==> src/rtl/mips32_prog_loader.sv <==
// Boot-time program loader: takes a framed byte stream, writes big-endian words
// into instruction memory from address 0, checks an XOR checksum and releases the core.
module mips32_prog_loader #(
    parameter int ADDR_W = 10
) (
    input  logic              clk,
    input  logic              rst_n,
    input  logic              start,
    input  logic              s_valid,
    input  logic [7:0]        s_data,
    output logic              s_ready,
    output logic              imem_we,
    output logic [ADDR_W-1:0] imem_addr,
    output logic [31:0]       imem_wdata,
    output logic              cpu_en,
    output logic              busy,
    output logic              error,
    output logic [ADDR_W:0]   words_loaded
);

    typedef enum logic [2:0] {
        IDLE   = 3'd0,
        HDR_HI = 3'd1,
        HDR_LO = 3'd2,
        DATA   = 3'd3,
        CHK    = 3'd4,
        DONE   = 3'd5,
        ERR    = 3'd6
    } state_t;

    localparam logic [16:0] MAX_N_C = 17'd1 << ADDR_W;

    state_t            state_r;
    state_t            state_s;
    logic [15:0]       n_r;
    logic [1:0]        byte_idx_r;
    logic [ADDR_W-1:0] word_idx_r;
    logic [7:0]        chk_r;
    logic [23:0]       shift_r;
    logic              xfer_s;
    logic              last_word_s;
    logic              restart_s;
    logic              busy_next_s;
    logic [16:0]       n_next_s;

    function automatic logic [7:0] chk_update(input logic [7:0] acc, input logic [7:0] b);
        return acc ^ b;
    endfunction

    assign xfer_s      = s_valid && s_ready;
    assign n_next_s    = {1'b0, n_r[15:8], s_data};
    assign last_word_s = ((17'(word_idx_r) + 17'd1) == {1'b0, n_r});
    assign restart_s   = start && ((state_r == IDLE) || (state_r == DONE) || (state_r == ERR));
    assign busy_next_s = (state_s == HDR_HI) || (state_s == HDR_LO) ||
                         (state_s == DATA)   || (state_s == CHK);

    // State register
    always_ff @(posedge clk or negedge rst_n) begin
        if (!rst_n) begin
            state_r <= IDLE;
        end else begin
            state_r <= state_s;
        end
    end

    // Next-state logic; the stream only advances the FSM on an accepted byte
    always_comb begin
        state_s = state_r;
        case (state_r)
            IDLE, DONE, ERR: begin
                if (start) state_s = HDR_HI;
                else       state_s = state_r;
            end
            HDR_HI: begin
                if (xfer_s) state_s = HDR_LO;
                else        state_s = state_r;
            end
            HDR_LO: begin
                if (!xfer_s)                   state_s = state_r;
                else if (n_next_s == 17'd0)    state_s = CHK;
                else if (n_next_s > MAX_N_C)   state_s = ERR;
                else                           state_s = DATA;
            end
            DATA: begin
                if (xfer_s && (byte_idx_r == 2'd3) && last_word_s) state_s = CHK;
                else                                              state_s = state_r;
            end
            CHK: begin
                if (!xfer_s)               state_s = state_r;
                else if (s_data == chk_r)  state_s = DONE;
                else                       state_s = ERR;
            end
            default: state_s = IDLE;
        endcase
    end

    // Datapath and registered outputs; status outputs follow the next state
    always_ff @(posedge clk or negedge rst_n) begin
        if (!rst_n) begin
            s_ready      <= 1'b0;
            imem_we      <= 1'b0;
            imem_addr    <= '0;
            imem_wdata   <= 32'd0;
            cpu_en       <= 1'b0;
            busy         <= 1'b0;
            error        <= 1'b0;
            words_loaded <= '0;
            n_r          <= 16'd0;
            byte_idx_r   <= 2'd0;
            word_idx_r   <= '0;
            chk_r        <= 8'd0;
            shift_r      <= 24'd0;
        end else begin
            imem_we <= 1'b0;
            s_ready <= busy_next_s;
            busy    <= busy_next_s;
            cpu_en  <= (state_s == DONE);
            error   <= (state_s == ERR);
            if (restart_s) begin
                n_r          <= 16'd0;
                byte_idx_r   <= 2'd0;
                word_idx_r   <= '0;
                chk_r        <= 8'd0;
                words_loaded <= '0;
            end else if (xfer_s) begin
                case (state_r)
                    HDR_HI: begin
                        n_r[15:8] <= s_data;
                        chk_r     <= chk_update(chk_r, s_data);
                    end
                    HDR_LO: begin
                        n_r[7:0] <= s_data;
                        chk_r    <= chk_update(chk_r, s_data);
                    end
                    DATA: begin
                        chk_r      <= chk_update(chk_r, s_data);
                        shift_r    <= {shift_r[15:0], s_data};
                        byte_idx_r <= byte_idx_r + 2'd1;
                        if (byte_idx_r == 2'd3) begin
                            imem_we      <= 1'b1;
                            imem_addr    <= word_idx_r;
                            imem_wdata   <= {shift_r, s_data};
                            word_idx_r   <= word_idx_r + ADDR_W'(1);
                            words_loaded <= words_loaded + (ADDR_W+1)'(1);
                        end else begin
                            imem_we <= 1'b0;
                        end
                    end
                    default: begin
                        chk_r <= chk_r;
                    end
                endcase
            end else begin
                chk_r <= chk_r;
            end
        end
    end

endmodule

==> config.mk <==
export PLATFORM = sky130hd
export DESIGN_NAME = mips32_prog_loader
export DESIGN_NICKNAME = d
export VERILOG_FILES = /design/src/rtl/mips32_prog_loader.sv
export SDC_FILE = /design/constraint.sdc
export NUM_CORES = 1
export LEC_CHECK = 0
export BUFFER_PORTS_ARGS = -buffer_cell sky130_fd_sc_hd__buf_4
export CAP_MARGIN = 25
export CORE_AREA = 2 2 121 123
export CTS_CLUSTER_SIZE = 16
export DETAILED_ROUTE_END_ITERATION = 7
export DIE_AREA = 0 0 123 125
export PLACE_DENSITY = 0.56
export SLEW_MARGIN = 10
export SYNTH_ARGS = -nofsm -noshare
export SYNTH_HDL_FRONTEND = slang
export SYNTH_SLANG_ARGS = --single-unit
==> constraint.sdc <==
create_clock -name clk -period 6.4 [get_ports clk]
set_input_delay 0.64 -clock clk [delete_from_list [all_inputs] [get_ports clk]]
set_output_delay 0.64 -clock clk [all_outputs]
set_load 0.02 [all_outputs]
==> impl_results.md, run 1 <==
* Commonest non-fill, non-tap cell in the layout: nand2_1
* Die Span X at 123 um
* Fin. Hold Viols at 0
* Outcome: completed
* Average size of a mapped cell at between 8 and 9 sq um
* Largest area contributor in the netlist: dfrtp_1
* DRT Wirelength at around 13000 um
* GRT overflow at 0
* Critical Path Slowest Stage Cell: or4b_4
* CP Data Arrival Time at slightly above 3 ns
* Setup repair after global routing missed its margin: false
* Post-synth EDFFs at 0
* Ranking of synthesized cells by area: dfrtp_1, nand2_1, xor2_1, xnor2_1, nor2_1
* Yosys top cell area share at 0.5482
* Comb power frac at 0.216
* Worst-Margin Slew at 0.9517 ns
* Synth Flop Type: dfrtp_1
* Reg power frac at 0.407
* Leakage power at ~0.0035 uW
* Area of the mapped netlist at roughly 5500 sq um
* Setup TNS at 0 ns
* Register bit total from synthesis at 120
* Clk sink count at 120
* Sw Pwr at just under 800 uW
* Syn_nets at ~630
* Post-DP HPWL at ~8400 um
* Placer Congestion at between 0.7 and 0.8
* Max clock buf depth at 2
* WP buf/inv at 0
* Num rows at between 40 and 50
* Library cells used by synthesis at between 50 and 60
* Fraction of registers with async set/reset at 1.000
* Final Critical Period at between 2 and 3 ns
* Ports at 70
* Initial Utilization at 0.3857
* Nets@finish at just under 700
* Total power at about 2500 uW
* Seq/Total Area, Yosys at 0.5482
* Global-route usage over all layers at 0.1808
* Antenna Nets Post-Route at 0
* WS Path Type: flip-flop to flip-flop
* Final std cells w/o fill at 875
* Largest net degree at the start of global routing at 73
* Root Buffer: clkbuf_16
* VDD IR-drop max at 0.0002077 V
* Hold slack at between 0.2 and 0.25 ns
* PwrDens at approximately 370 nW/um^2
* CTS tree: yes
* Core area at around 14000 sq um
* CP cell instances: ha_1 > and3_2 > a311oi_1 > a31oi_1 > or4b_4 > o41ai_4 > nor4b_2
* Antenna diode count at 0
* Most frequent cells in the layout: nand2_1, dfrtp_1, buf_4
* Data required, critical path at 6.72 ns
* Clock skew at ~0.006 ns
* Buffers added on ports at 69
* Area growth from synthesis to layout at 22.64%
* Min-delay worst type: input pin to async pin
* DRT Pass-1 Iters at 6
* Setup crit start kind: flip-flop
* Delay-heaviest family, CP: simple AND/OR/NAND/NOR gates
* Detailed Route Iter0 Violations at ~350
* Cells after DPL at 839
* Drt drc at 0
* Syn Inst Count at 618
* Final setup fails at 0
* Layout cell share with drive strength beyond 1 at 0.1838
* Yosys Warn Count at 0
* Cell internal pwr at about 1700 uW
* Post-DR wirelength/cell at 15.11 um
* Setup Fix Bufs, Post-CTS at 0
* Antenna violations before repair at 0
* Peak Freq at approximately 0.37 GHz
* Crit end category: flip-flop
* Die ar. at between 15000 and 20000 sq um
* Post-cts resize count at 0
* Slew margin rel. at 0.3640
* Final Max Slew Viols at 0
* Vias at 4413
* Crit-path max FO at 7
* Vias per cell at slightly above 5
* CTS Buf Count at 17
* Slowest stage delay, CP at just under 0.6 ns
* Die Height at 125 um
* First-pass GRT wire length at 21580 um
* Layout fillers at 1391
* CTS clk-pin slew, worst paths at 0.06 ns
* Vias in the first global route at a little over 4k
* Clock share of power at 0.378
* Hold_buf cts at 0
* CTS H-tree depth at 4
* Max cap viols at 0
* Period utilization at 0.4211
* Sw Ratio at 0.3166
* Worst-Skew Late Latency at around 0.42 ns
-- path summary, 6_finish.rpt --
kind | startpoint | to | slack [ns] | depth (start not counted)
min in group clk | n_r[12] | n_r[12] | 0.47 | 2
worst max register to register | word_idx_r[0] | error | 3.70 | 7
worst max-delay path | word_idx_r[0] | error | 3.70 | 7
worst min register to register | n_r[12] | n_r[12] | 0.47 | 2
max in group asynchronous | rst_n | word_idx_r[3] | 4.82 | 2
worst min-delay path | rst_n | imem_wdata[26] | 0.24 | 1
-- cell type report --
| type | count | area, sq um | share of cell area |
|---|---|---|---|
| Sequential cell | 120 | 3003 | 0.4470 |
| Clock inverter | 11 | 121.4 | 0.01807 |
| Tap cell | 184 | 230.2 | 0.03427 |
| Clock buffer | 21 | 470.5 | 0.07003 |
| Inverter | 3 | 11.26 | 0.001676 |
| Timing Repair Buffer | 78 | 590.6 | 0.08791 |
| Multi-Input combinational cell | 458 | 2291 | 0.3410 |
-- stage by stage --
| step | cell area (sq um) | setup WS (ns) | util |
|---|---|---|---|
| finish | 6718 | 3.705 | 0.4730 |
| global route | 6718 | 3.571 | 0.4730 |
| CTS | 6683 | 3.595 | 0.4705 |
| detailed placement | 6091 | 3.624 | 0.4288 |
| global placement | 6091 | 3.738 | 0.4288 |
| floorplan | 5478 | 3.970 | - |
-- cell usage after synthesis, types with 3 or more instances --
library cell and n:
a21oi_1 15, nor3_1 5, and3_1 7, o21ai_0 19
nand3_1 19, dfrtp_1 120, xor2_1 21, nor4_1 4
and2b_2 3, nand2_1 262, nand4_1 10, buf_1 3
clkbuf_8 3, nor2_1 32, xnor2_1 16, a31oi_1 3
o31ai_1 3, ha_1 3, clkbuf_1 27
-- state kept, by name, summed over array words and instances (netlist names) --
| signal | cells |
|---|---|
| word_idx_r | 10 |
| shift_r | 24 |
| error | 1 |
| chk_r | 8 |
| imem_addr | 10 |
| words_loaded | 11 |
| cpu_en | 1 |
| state_r | 3 |
| byte_idx_r | 2 |
| imem_we | 1 |
| busy | 1 |
| n_r | 16 |
| imem_wdata | 32 |
-- cell families after synthesis --
kind of cell / synth area share
XOR/XNOR: 0.05916
buffers and inverters: 0.03586
AND/OR/NAND/NOR: 0.2860
adder cells (fa/ha/maj): 0.006853
flip-flops: 0.5482
AO/OA/AOI/OAI: 0.06396
-- power groups by stage --
stage	clock network, uW	registers [uW]	logic (uW)
after floorplan	0	1010	383
after detailed placement	0	1030	525
after global routing	1000	1040	613
after global placement	0	1020	515
final	948	1020	542
after CTS	965	1020	529
-- routing by layer --
layer  GRT usage  part of all wire  vias to the layer above
met3     0.03604             0.050                       16
met2      0.2642              0.46                      126
met4     0.07152             0.013                        0
li1            -                 -                     2128
met5           0                 0                        -
met1      0.2638              0.48                     2143
Power figures use the tool's default switching activity.
==> inputs of run 2 (changes only) <==
==> constraint.sdc (replaced) <==
create_clock -name clk -period 2.5 [get_ports clk]
set_input_delay 0.25 -clock clk [delete_from_list [all_inputs] [get_ports clk]]
set_output_delay 0.25 -clock clk [all_outputs]
set_load 0.02 [all_outputs]
==> impl_results.md, run 2 (same netlist as run 1, synthesis figures left out) <==
* Period utilization at 0.9287
* Crit-path max FO at 5
* Sw Pwr at between 2000 and 2500 uW
* Cells after DPL at between 800 and 900
* CP cell instances: ha_1 > and3_2 > a311oi_2 > a31oi_1 > or4b_4 > o41ai_4 > nor4b_2
* Final Max Slew Viols at 0
* Die Span X at approximately 120 um
* Final Critical Period at around 2.3 ns
* Slew margin rel. at 0.5779
* Area growth from synthesis to layout at 23.82%
* Root Buffer: clkbuf_16
* Worst reg2reg path depth at 7
* Delay-heaviest family, CP: simple AND/OR/NAND/NOR gates
* Final std cells w/o fill at 882
* Core area at between 10000 and 15000 sq um
* Largest net degree at the start of global routing at 57
* Vias in the first global route at about 4.2k
* Biggest regs: imem_wdata: 32 flops, shift_r: 24 flops, n_r: 16 flops
* Worst flop-to-flop path endpoint: error
* Layout cell share with drive strength beyond 1 at 0.1862
* PwrDens at about 940 nW/um^2
* Critical Path Slowest Stage Cell: or4b_4
* Most frequent cells in the layout: nand2_1, dfrtp_1, buf_4
* Antenna diode count at 0
* CTS Buf Count at 17
* Outcome: completed
* Reg2reg start: word_idx_r[0]
* Peak Freq at between 0.4 and 0.5 GHz
* CTS tree: yes
* Setup repair after global routing missed its margin: false
* Endpoint, Worst Hold: imem_wdata[3]
* Die ar. at between 15000 and 20000 sq um
* Layout fillers at 1377
* Largest reg by FF count: imem_wdata
* Clk sink count at between 100 and 150
* Data required, critical path at approximately 2.8 ns
* Placer Congestion at 0.8323
* Final setup fails at 0
* First-pass GRT wire length at between 20000 and 25000 um
* Hold path start: s_data[3]
* Slowest stage delay, CP at around 0.6 ns
* Commonest non-fill, non-tap cell in the layout: nand2_1
* WS Path Type: flip-flop to flip-flop
* Max cap viols at 0
* Initial Utilization at 0.3857
* Crit end category: flip-flop
* CTS H-tree depth at 4
* Post-DP HPWL at approximately 8500 um
* WP buf/inv at 0
* Fin. Hold Viols at 0
* Die Height at ~130 um
* Setup Fix Bufs, Post-CTS at 0
* Global-route usage over all layers at 0.1813
* Worst-Skew Late Latency at ~0.42 ns
* Worst R2R Setup Slack at between 0.15 and 0.2 ns
* DRT Wirelength at between 10000 and 15000 um
* Max clock buf depth at 2
* Detailed Route Iter0 Violations at approximately 330
* CP Data Arrival Time at roughly 2.6 ns
* Antenna violations before repair at 0
* Vias at between 4k and 5k
* Clock share of power at 0.372
* Drt drc at 0
* Sw Ratio at 0.3130
* DRT Pass-1 Iters at 5
* Worst hold stages at 3
* Setup TNS at 0 ns
* VDD IR-drop max at ~0.00039 V
* CTS clk-pin slew, worst paths at 0.05 ns
* Post-DR wirelength/cell at 14.62 um
* Nets@finish at about 700
* Clock skew at ~0.008 ns
* Antenna Nets Post-Route at 0
* GRT overflow at 0
* Comb power frac at 0.217
* Leakage power at ~0.0035 uW
* Worst-Margin Slew at roughly 0.63 ns
* Ports at 70
* Min-delay worst type: input pin to flip-flop
* Cell internal pwr at 4400 uW
* Setup crit start kind: flip-flop
* Buffers added on ports at about 70
* Reg power frac at 0.410
* Vias per cell at 4.943
* Num rows at between 40 and 50
* Max reg flops at 32
==> run 2: worst max-delay path by stage <==
stage / slack [ns] / cells past startpoint / end / start
floorplan: 0.07 / 7 / error / word_idx_r[0]
global placement: 0.08 / 7 / error / word_idx_r[0]
detailed placement: 0.04 / 7 / error / word_idx_r[0]
CTS: 0.03 / 7 / error / word_idx_r[0]
global route: 0.06 / 7 / state_r[0] / word_idx_r[0]
finish: 0.18 / 7 / error / word_idx_r[0]
==> run 2: power by group through the flow <==
stage / Sequential [uW] / Combinational, uW / Clock (uW)
2_1_floorplan: 2590 / 980 / 0
3_3_place_gp: 2640 / 1360 / 0
3_5_place_dp: 2650 / 1390 / 0
4_1_cts: 2620 / 1400 / 2430
5_1_grt: 2670 / 1570 / 2530
6_report: 2630 / 1390 / 2390
==> run 2: repair_timing <==
action                                  CTS  global route
hold endpoints to repair                 40             0
endpoints found under the setup margin    0             2
gates resized for setup                   0             1
hold buffers                              1             0
==> run 2: final cells by class <==
type / instances / area (sq um) / share of cell area
clock inverter: 7 / 93.84 / 0.01384
timing repair buffer: 86 / 673.1 / 0.09924
multi-input combinational: 458 / 2290 / 0.3376
inverter: 3 / 11.26 / 0.001660
clock buffer: 24 / 481.7 / 0.07102
tap: 184 / 230.2 / 0.03394
sequential: 120 / 3003 / 0.4427
==> run 2: per-stage QoR <==
stage | cell area (sq um) | total power, uW | util | worst slack, ns | hold slack, ns
2_1_floorplan | 5478 | 3573 | - | 0.06988 | -0.04559
3_3_place_gp | 6191 | 3997 | 0.4359 | 0.07750 | 0.2751
3_5_place_dp | 6191 | 4037 | 0.4359 | 0.04369 | 0.2703
4_1_cts | 6777 | 6445 | 0.4771 | 0.02509 | 0.09933
5_1_grt | 6783 | 6765 | 0.4775 | 0.05754 | 0.1160
6_report | 6783 | 6405 | 0.4775 | 0.1783 | 0.1151
==> run 2: worst reg2reg max path: cells and delay by family (launching register included) <==
family,cells,cell delay [ns]
adders and majority gates,1,0.21
AOI/OAI and AO/OA,3,0.58
DFF,1,0.38
and+or+nand+nor,3,1.08
==> run 2: routing by layer <==
metal	vias up	share of wire	GRT usage
li1	2146	-	-
met1	2103	0.49	0.2671
met2	93	0.45	0.2597
met3	18	0.041	0.04015
met4	0	0.017	0.07086
met5	-	0	0
==> inputs of run 3 (changes only) <==
--- a/config.mk
+++ b/config.mk
@@ -5,12 +5,13 @@
 export SDC_FILE = /design/constraint.sdc
 export NUM_CORES = 1
 export LEC_CHECK = 0
+export ABC_AREA = 1
 export BUFFER_PORTS_ARGS = -buffer_cell sky130_fd_sc_hd__buf_4
 export CAP_MARGIN = 25
-export CORE_AREA = 2 2 121 123
+export CORE_AREA = 2 2 120 122
 export CTS_CLUSTER_SIZE = 16
 export DETAILED_ROUTE_END_ITERATION = 7
-export DIE_AREA = 0 0 123 125
+export DIE_AREA = 0 0 122 124
 export PLACE_DENSITY = 0.56
 export SLEW_MARGIN = 10
 export SYNTH_ARGS = -nofsm -noshare
==> impl_results.md, run 3 <==
* Cell with the most instances after synthesis: nand2_1
* Clk sink count at 120
* Yosys Warn Count at 0
* Setup crit start kind: flip-flop
* Final setup fails at 0
* Placer Congestion at approximately 0.9
* Drt drc at 0
* Place WS at around 0.55 ns
* Worst flop-to-flop path endpoint: busy
* Ranking of synthesized cells by area: dfrtp_1, nand2_1, o21ai_0, inv_1, nor2_1
* Layout cell share with drive strength beyond 1 at 0.1907
* Vias at 4428
* Nets@finish at 733
* Outcome: completed
* Library cells used by synthesis at 39
* Layout fillers at approximately 1.4k
* Syn_nets at about 660
* Reg2reg start: word_idx_r[0]
* Max clock buf depth at 2
* Top cells by count, synth: nand2_1, dfrtp_1, o21ai_0
* Yosys top cell area share at 0.5510
* First-pass GRT wire length at around 22000 um
* Average size of a mapped cell at about 8.5 sq um
* Commonest non-fill, non-tap cell in the layout: nand2_1
* Largest net degree at the start of global routing at 56
* Num rows at 43
* Die Height at between 100 and 150 um
* Final Max Slew Viols at 0
* Post-DR wirelength/cell at 14.25 um
* Die Span X at between 100 and 150 um
* Clock skew at about 0.0076 ns
* Max cap viols at 0
* CTS clk-pin slew, worst paths at ~0.05 ns
* CP Data Arrival Time at around 2.3 ns
* VDD IR-drop max at roughly 0.00047 V
* Leakage power at between 0.003 and 0.004 uW
* Core area at 13720 sq um
* Worst reg2reg path depth at 14
* Vias in the first global route at 4364
* Crit-path max FO at 6
* Worst-Skew Late Latency at roughly 0.42 ns
* Post-synth EDFFs at 0
* Sequential cell area at between 3000 and 4000 sq um
* Synth Flop Type: dfrtp_1
* Worst R2R Setup Slack at ~0.55 ns
* CTS tree: yes
* Endpoint, Worst Hold: n_r[4]
* Area of the mapped netlist at around 5500 sq um
* Die ar. at roughly 15000 sq um
* Post-DP HPWL at between 9000 and 10000 um
* GRT overflow at 0
* Setup TNS at 0 ns
* Buffers added on ports at 69
* Worst hold stages at 3
* Initial Utilization at 0.3973
* Final Critical Period at a little under 2 ns
* Vias per cell at 4.871
* PwrDens at 1085 nW/um^2
* Register bit total from synthesis at between 100 and 150
* DRT Pass-1 Iters at 5
* Biggest regs: imem_wdata: 32 flops, shift_r: 24 flops, n_r: 16 flops
* Max reg flops at 32
* Crit end category: flip-flop
* Peak Freq at around 0.51 GHz
* Final worst slack at roughly 0.55 ns
* Fin. Hold Viols at 0
* Syn Inst Count at 640
* Hold path start: s_data[4]
* CTS Buf Count at 17
* DRT Wirelength at between 10000 and 15000 um
* Setup repair after global routing missed its margin: false
* Min-delay worst type: input pin to flip-flop
* Period utilization at 0.7809
* Slew margin rel. at 0.6400
* Antenna diode count at 0
* Fraction of registers with async set/reset at 1.000
* Detailed Route Iter0 Violations at between 300 and 400
* Antenna Nets Post-Route at 0
* Ports at 70
* Global-route usage over all layers at 0.1897
* Seq/Total Area, Yosys at 0.5510
* Largest reg by FF count: imem_wdata
* Setup Fix Bufs, Post-CTS at 0
* Antenna violations before repair at 0
* CTS H-tree depth at 4
* Largest area contributor in the netlist: dfrtp_1
* Most frequent cells in the layout: nand2_1, dfrtp_1, buf_4
* Data required, critical path at 2.81 ns
* Root Buffer: clkbuf_16
* Area occupied by multi-input gates at between 2000 and 2500 sq um
* Area growth from synthesis to layout at 24.10%
* WS Path Type: flip-flop to flip-flop
* Worst-Margin Slew at about 0.54 ns
==> run 3: stage by stage <==
step | utilization | area, sq um | hold WS, ns | cells | power [uW]
final | 0.4930 | 6764 | 0.1642 | 909 | 7342
after global routing | 0.4930 | 6764 | 0.1769 | 909 | 7880
after CTS | 0.4930 | 6764 | 0.1492 | 909 | 7413
after detailed placement | 0.4506 | 6182 | 0.2714 | 878 | 5006
after global placement | 0.4506 | 6182 | 0.2627 | 878 | 4952
after floorplan | - | 5450 | -0.04559 | 640 | 4325
==> run 3: cell type report <==
cell class | count | share of cell area
Tap cell | 180 | 0.03330
Multi-Input combinational cell | 424 | 0.3060
Inverter | 76 | 0.04236
Sequential cell | 120 | 0.4440
Clock inverter | 8 | 0.01443
Timing Repair Buffer | 79 | 0.08990
Clock buffer | 22 | 0.07011
==> run 3: power by group <==
group          switching, uW  internal (uW)
clock network            842           1530
registers                365           2470
logic                   1370            765
total                   2580           4760
==> run 3: worst max path at each step <==
stage | start | to | cells past startpoint
4_1_cts | word_idx_r[0] | busy | 14
6_report | word_idx_r[0] | busy | 14
3_5_place_dp | word_idx_r[0] | busy | 14
2_1_floorplan | word_idx_r[0] | busy | 12
3_3_place_gp | word_idx_r[0] | busy | 12
5_1_grt | word_idx_r[0] | busy | 14
==> run 3: layer usage <==
metal	vias up	part of all wire	global-route usage
met5	-	0	0
met4	0	0.015	0.07112
met3	14	0.054	0.05861
met2	109	0.45	0.2842
met1	2087	0.48	0.2591
li1	2218	-	-
==> run 3: cells by family (layout without fill, tap and decap cells) <==
logic type / count (synthesis) / count (layout) / synth area share
AND/OR/NAND/NOR: 285 / 285 / 0.2323
XOR/XNOR: 9 / 9 / 0.01446
flip-flops: 120 / 120 / 0.5510
AO/OA/AOI/OAI: 127 / 127 / 0.1260
adder cells (fa/ha/maj): 3 / 3 / 0.006888
buffers and inverters: 96 / 185 / 0.06933
==> run 3: repair_timing <==
item                      in CTS  in global routing
resized for setup              0                  0
hold endpoints to repair      38                  0
hold buffers                   1                  0
==> run 3: worst max-delay path, cell delays in order, from the launching register on <==
cell and delay [ns]:
dfrtp_1 0.44, ha_1 0.32, inv_1 0.05, nand2_1 0.06
nand3_1 0.06, nor2_1 0.12, nand2_1 0.08, nor2_2 0.13
nand3_4 0.08, nor2_4 0.10, nand4_1 0.11, nand2_2 0.11
inv_1 0.06, nand2_1 0.07, nand2_1 0.05
